File: src/rtl/rename_pkg.sv
// Shared types, sizes and index helpers for the rename-stage physical tag free list.
package rename_pkg;

  localparam int NUM_PHYS    = 128;
  localparam int ARCH_REGS   = 32;
  localparam int TAG_W       = $clog2(NUM_PHYS);
  localparam int DEPTH       = NUM_PHYS - ARCH_REGS;
  localparam int IDX_W       = $clog2(DEPTH);
  localparam int CNT_W       = TAG_W + 1;
  localparam int INIT_CYCLES = DEPTH / 2;

  typedef logic [TAG_W-1:0] phys_tag_t;
  typedef logic [IDX_W-1:0] ring_idx_t;
  typedef logic [CNT_W-1:0] free_cnt_t;

  typedef enum logic {INIT, RUN} alloc_state_t;

  // DEPTH is not a power of two, so wrap with an explicit compare-and-subtract.
  function automatic ring_idx_t mod_add(input ring_idx_t idx, input logic [1:0] inc);
    logic [IDX_W:0] sum;
    sum = {1'b0, idx} + {{(IDX_W-1){1'b0}}, inc};
    if (sum >= (IDX_W+1)'(DEPTH)) sum = sum - (IDX_W+1)'(DEPTH);
    return sum[IDX_W-1:0];
  endfunction

endpackage

File: src/rtl/phys_tag_alloc_ctrl_tag_ring.sv
// Circular free-tag storage: two write ports for reclaim/init, two combinational read ports.
module tag_ring
  import rename_pkg::*;
(
  input  logic      clk,
  input  logic      we0,
  input  ring_idx_t widx0,
  input  phys_tag_t wdata0,
  input  logic      we1,
  input  ring_idx_t widx1,
  input  phys_tag_t wdata1,
  input  ring_idx_t ridx0,
  input  ring_idx_t ridx1,
  output phys_tag_t rdata0,
  output phys_tag_t rdata1
);

  phys_tag_t mem [DEPTH];

  // NOTE: storage has no reset; every entry is written during INIT before it can be read.
  always_ff @(posedge clk) begin
    if (we0) mem[widx0] <= wdata0;
    if (we1) mem[widx1] <= wdata1;
  end

  assign rdata0 = mem[ridx0];
  assign rdata1 = mem[ridx1];

endmodule

File: src/rtl/phys_tag_alloc_ctrl.sv
// Free-list controller: fills the tag ring after reset, grants up to two tags and
// reclaims up to two tags per cycle, with sticky error on protocol violations.
module phys_tag_alloc_ctrl
  import rename_pkg::*;
(
  input  logic             clk,
  input  logic             reset,
  input  logic [1:0]       alloc_req,
  output logic             alloc_gnt,
  output logic [TAG_W-1:0] alloc_tag0,
  output logic [TAG_W-1:0] alloc_tag1,
  output logic             stall_nophys,
  input  logic [1:0]       free_valid,
  input  logic [TAG_W-1:0] free_tag0,
  input  logic [TAG_W-1:0] free_tag1,
  output logic [TAG_W:0]   free_count,
  output logic             ready,
  output logic             error
);

  alloc_state_t state;
  ring_idx_t    head, tail, init_cnt;
  logic         run;
  logic [1:0]   req_n, grant_n, free_n;
  free_cnt_t    space;
  logic         acc0, acc1, drop;

  logic      we0, we1;
  ring_idx_t widx0, widx1;
  phys_tag_t wdata0, wdata1, rd0, rd1;

  assign run   = (state == RUN);
  assign req_n = {1'b0, alloc_req[0]} + {1'b0, alloc_req[1]};

  // Grant is judged on the registered count only; same-cycle frees are not bypassed.
  assign alloc_gnt    = run && (free_cnt_t'(req_n) <= free_count);
  assign stall_nophys = (|alloc_req) && !alloc_gnt;
  assign grant_n      = alloc_gnt ? req_n : 2'd0;

  // Frees beyond the remaining space are dropped, port 1 first; anything outside RUN is dropped.
  assign space  = free_cnt_t'(DEPTH) - free_count;
  assign acc0   = run && free_valid[0] && (space != '0);
  assign acc1   = run && free_valid[1] && (acc0 ? (space >= free_cnt_t'(2)) : (space != '0));
  assign drop   = (free_valid[0] && !acc0) || (free_valid[1] && !acc1);
  assign free_n = {1'b0, acc0} + {1'b0, acc1};

  assign alloc_tag0 = rd0;
  assign alloc_tag1 = alloc_req[0] ? rd1 : rd0;

  // NOTE: every always_comb output gets a default first so no latch is inferred.
  always_comb begin
    we0    = 1'b0;
    we1    = 1'b0;
    widx0  = tail;
    widx1  = mod_add(tail, 2'd1);
    wdata0 = free_tag0;
    wdata1 = free_tag1;
    if (!run) begin
      we0    = 1'b1;
      we1    = 1'b1;
      widx0  = ring_idx_t'(2 * int'(init_cnt));
      widx1  = ring_idx_t'(2 * int'(init_cnt) + 1);
      wdata0 = phys_tag_t'(ARCH_REGS + 2 * int'(init_cnt));
      wdata1 = phys_tag_t'(ARCH_REGS + 2 * int'(init_cnt) + 1);
    end else if (acc0) begin
      we0 = 1'b1;
      we1 = acc1;
    end else if (acc1) begin
      we0    = 1'b1;
      wdata0 = free_tag1;
    end
  end

  tag_ring u_ring (
    .clk    (clk),
    .we0    (we0),
    .widx0  (widx0),
    .wdata0 (wdata0),
    .we1    (we1),
    .widx1  (widx1),
    .wdata1 (wdata1),
    .ridx0  (head),
    .ridx1  (mod_add(head, 2'd1)),
    .rdata0 (rd0),
    .rdata1 (rd1)
  );

  always_ff @(posedge clk) begin
    if (reset) begin
      state      <= INIT;
      head       <= '0;
      tail       <= '0;
      init_cnt   <= '0;
      free_count <= '0;
      ready      <= 1'b0;
      error      <= 1'b0;
    end else begin
      if (drop) error <= 1'b1;
      if (state == INIT) begin
        init_cnt   <= init_cnt + ring_idx_t'(1);
        free_count <= free_count + free_cnt_t'(2);
        if (init_cnt == ring_idx_t'(INIT_CYCLES - 1)) begin
          state      <= RUN;
          ready      <= 1'b1;
          tail       <= '0;
          init_cnt   <= '0;
          free_count <= free_cnt_t'(DEPTH);
        end
      end else begin
        head       <= mod_add(head, grant_n);
        tail       <= mod_add(tail, free_n);
        free_count <= free_count + free_cnt_t'(free_n) - free_cnt_t'(grant_n);
      end
    end
  end

endmodule

File: config.mk
export PLATFORM = sky130hd
export DESIGN_NAME = phys_tag_alloc_ctrl
export DESIGN_NICKNAME = d
export VERILOG_FILES = /design/src/rtl/rename_pkg.sv /design/src/rtl/phys_tag_alloc_ctrl_tag_ring.sv /design/src/rtl/phys_tag_alloc_ctrl.sv
export SDC_FILE = /design/constraint.sdc
export NUM_CORES = 2
export LEC_CHECK = 0
export BUFFER_PORTS_ARGS = -buffer_cell sky130_fd_sc_hd__buf_2
export CAP_MARGIN = 10
export CORE_MARGIN = 5
export CORE_UTILIZATION = 40
export CTS_CLUSTER_DIAMETER = 40
export CTS_CLUSTER_SIZE = 24
export DETAILED_ROUTE_END_ITERATION = 16
export SYNTH_ARGS = -nofsm -noshare
export SYNTH_HDL_FRONTEND = slang
export SYNTH_SLANG_ARGS = --single-unit
File: constraint.sdc
create_clock -name clk -period 12.4 [get_ports clk]
set_clock_uncertainty 0.15 [all_clocks]
set_input_delay 1.24 -clock clk [delete_from_list [all_inputs] [get_ports clk]]
set_output_delay 1.24 -clock clk [all_outputs]
set_load 0.05 [all_outputs]
==> key figures <==
Route
  – 1st-pass router iterations: 6
  – Post-route DRC: 0
  – DR iter-0 viols: 3914
  – Post-route ant nets: 0
  – Via count: 29260
  – Routed wire per std cell: 33.6 µm
  – Via density: 6.73
  – Final WL: 146 mm

Global routing
  – Initial antenna violation count: 5
  – Grt total ovfl: 0
  – Largest net degree at the start of global routing: 70
  – Total track usage: 24.7%
  – Vias in the first global route: 29200
  – Wire length of the first global-routing pass: 211 mm

Clocking
  – Clk_lat worst skew: 0.68 ns
  – Max clock buf depth: 3
  – CTS buffer count: 118
  – Post-CTS Setup Inserts: 0
  – CTS clk-pin slew, worst paths: 0.05 ns
  – Number of clock sinks: 711
  – Post-CTS resize count: 0
  – TritonCTS clock tree: done
  – CTS H-tree lvls: 3
  – CTS Root Cell: clkbuf_16
  – Hold buffer count at CTS: 0

Pwr
  – Worst ir drop on vdd: 0.000133 V
  – Leak Pwr: 0.0150 µW
  – Cell Pwr Density: 128 nW/µm²

Critical path
  – Kind of critical path: register to primary output
  – Worst Path Required: 11.01 ns
  – Reg2reg end: u_ring.mem[32][3]
  – CP cell instances: ha_4 > buf_4 > mux4_2 > mux4_1 > mux2i_1 > o21ai_0 > o32a_1 > buf_2
  – R2r setup slk: 6.48 ns
  – Worst setup path endpoint: alloc_tag1[0]
  – CP max FO: 58
  – Worst Setup SP: head[0]
  – Worst r2r src: free_count[4]
  – Crit path largest cell delay: 1.04 ns
  – Critical Path Source Type: register
  – Worst Reg-to-Reg Cells: 15
  – Arr. time, crit path: 6.02 ns
  – Critical Path End Type: primary output
  – CP max stage cell: ha_4

Logic synthesis
  – Syn_nets: 2973
  – Synthesized area: 43800 µm²
  – Mean Syn Cell Area: 15.1 µm²
  – Mapped Cells: 2910
  – Synth Warn #: 0
  – Top cell type's share of synthesized area: 46.0%
  – Synth top area cells: edfxtp_1, mux4_2, mux2i_1, dfxtp_1, nor3_4
  – Register area share after synthesis: 47.8%
  – Async set-reset flop share out of synthesis: 0%
  – EDFF count, synth: 672
  – Cell taking the most area after synthesis: edfxtp_1
  – Post-synth cell types: 69
  – Top_reg_cell synth: edfxtp_1
  – Synth Register Bits: 711

STA
  – Hold Violations, Final: 0
  – Worst-margin pin slew: 1.46 ns
  – Final TNS setup: 0 ns
  – Final period util: 59.8%
  – Final setup viols: 0
  – RSZ-0062 raised after global routing: no
  – Max-slew violation count: 0
  – Max Clock Freq: 135 MHz
  – WHS: 0.308 ns
  – Final min period: 7.41 ns
  – Worst setup margin: 4.99 ns
  – Relative slew slack: 2.72%

Floorplan
  – Starting Density: 40.3%
  – Die Y: 341 µm
  – Die Area: 116000 µm²
  – Die width: 341 µm
  – Io pins: 46
  – Core Area: 109000 µm²
  – Row count: 121

Placement
  – Pre-CTS setup slack: 5.74 ns
  – GPL Wtd Cong: 0.948
  – HPWL Detailed: 98.1 mm
  – Port Buffers: 45

Final layout
  – Layout cell share with drive strength beyond 1: 29.1%
  – Area delta synth->final: 11.8%
  – Layout Nets: 2891
  – Final core occ: 45.0%

Job
  – Max-cap violations: 0

Status
  – Status: completed

Min path
  – Worst hold path type: register to register
-- cell families (layout without fill, tap and decap cells) --
family	Yosys count	after routing	synth area share [%]
mux	1086	1086	36.1
flops	711	711	47.8
simple gates	378	378	5.44
buf+inv	344	365	3.85
compound gates	318	318	4.93
fa+ha+maj	43	43	1.30
xor+xnor	30	30	0.600
other cells	0	3	0
-- stage by stage --
stage	std cells	power [µW]	cell area, µm²
after CTS	4342	6270	48900
after global routing	4345	6400	49000
after global placement	4119	3000	44900
final	4348	6250	49000
after floorplan	2910	2890	43800
after detailed placement	4119	3010	44900
-- sequential cells by signal (all words and copies together), names as in the netlist, named ones only --
signal      cells
ready           1
init_cnt        7
u_ring.mem    672
run             1
error           1
head            7
free_count      8
tail            7
-- layout by cell type (no fill, tap or decap), types with 7 or more instances in the layout --
cell        synthesis  routed
mux2i_1           678     678
edfxtp_1          672     672
mux4_2            387     387
clkbuf_16           0     119
nand2_1            87      86
nor2_1             73      72
buf_4              22      62
o22ai_1            60      60
o21bai_1           49      49
buf_2              74      46
o21ai_0            46      45
nor3_4             42      42
ha_1               39      38
nor2_2             36      36
a21oi_1            43      35
dfxtp_1            39      33
inv_1              31      31
nand3_1            30      30
nor2b_1            26      26
clkinvlp_4          0      20
a22oi_1            19      18
mux2_2             17      17
inv_6               0      17
clkinv_2            0      17
xnor2_1            18      16
a211oi_1           15      15
a21oi_4             0      14
nand2b_1           14      14
or3_1              13      13
clkinv_4            0      12
xor2_1             12      11
or2_2              11      11
a21o_1             10      10
clkinv_1            0      10
nand4_1             9       9
clkinv_8            0       9
nor3_1              8       8
bufinv_16           0       8
o22a_1              7       7
inv_8               0       7
-- cells in the mapped netlist, drive strengths merged (6+ instances only) --
master	instances
a21oi	49
or2	11
a21o	10
nand4	9
buf	144
mux2	17
o22ai	60
edfxtp	672
o21a	6
o21bai	49
mux4	391
ha	39
nor2b	26
xnor2	18
a211oi	15
mux2i	678
o221ai	6
o21ai	52
nand2	87
nor3	56
clkbuf	168
dfxtp	39
a22oi	19
nand2b	15
o22a	7
nand3	31
xor2	12
or3	13
inv	32
nor2	109
-- layout make-up --
| type | count | area, µm² |
|---|---|---|
| flip-flops and latches | 711 | 21000 |
| well taps | 1414 | 1770 |
| repair buffers | 110 | 712 |
| fillers | 9358 | 59900 |
| diodes | 3 | 7.51 |
| multi-input cells | 1855 | 21400 |
| clock inverters | 101 | 1020 |
| clock buffers | 122 | 2990 |
| inverters | 32 | 120 |
-- where the power goes --
group          leakage, µW  switching [µW]  internal, µW
Clock              0.00191            1320          1960
Combinational      0.00669             227          90.0
Sequential         0.00645            11.0          2640
Total               0.0150            1560          4690
-- worst min path at each step --
stage,depth (start not counted),start,endpoint
2_1_floorplan,2,init_cnt[0],init_cnt[0]
3_5_place_dp,2,ready,ready
4_1_cts,2,ready,ready
6_report,2,ready,ready
3_3_place_gp,2,ready,ready
5_1_grt,2,ready,ready
-- critical path, delay by kind of cell (launching register included) --
family                   cells  cell delay (ns)
adder cells (fa/ha/maj)      1             1.04
flip-flops                   1             0.96
AO/OA/AOI/OAI                2             0.77
buffers and inverters        2             1.01
multiplexers                 3             1.47
-- routing by layer --
layer  GRT usage, %  wire, µm  up-vias
met5              0        37        -
met4           11.4      7380        6
met3           5.32     14600      370
met2           37.8     66600     1894
met1           33.7     57600    15331
li1               -         -    11659
Power figures use the tool's default switching activity.
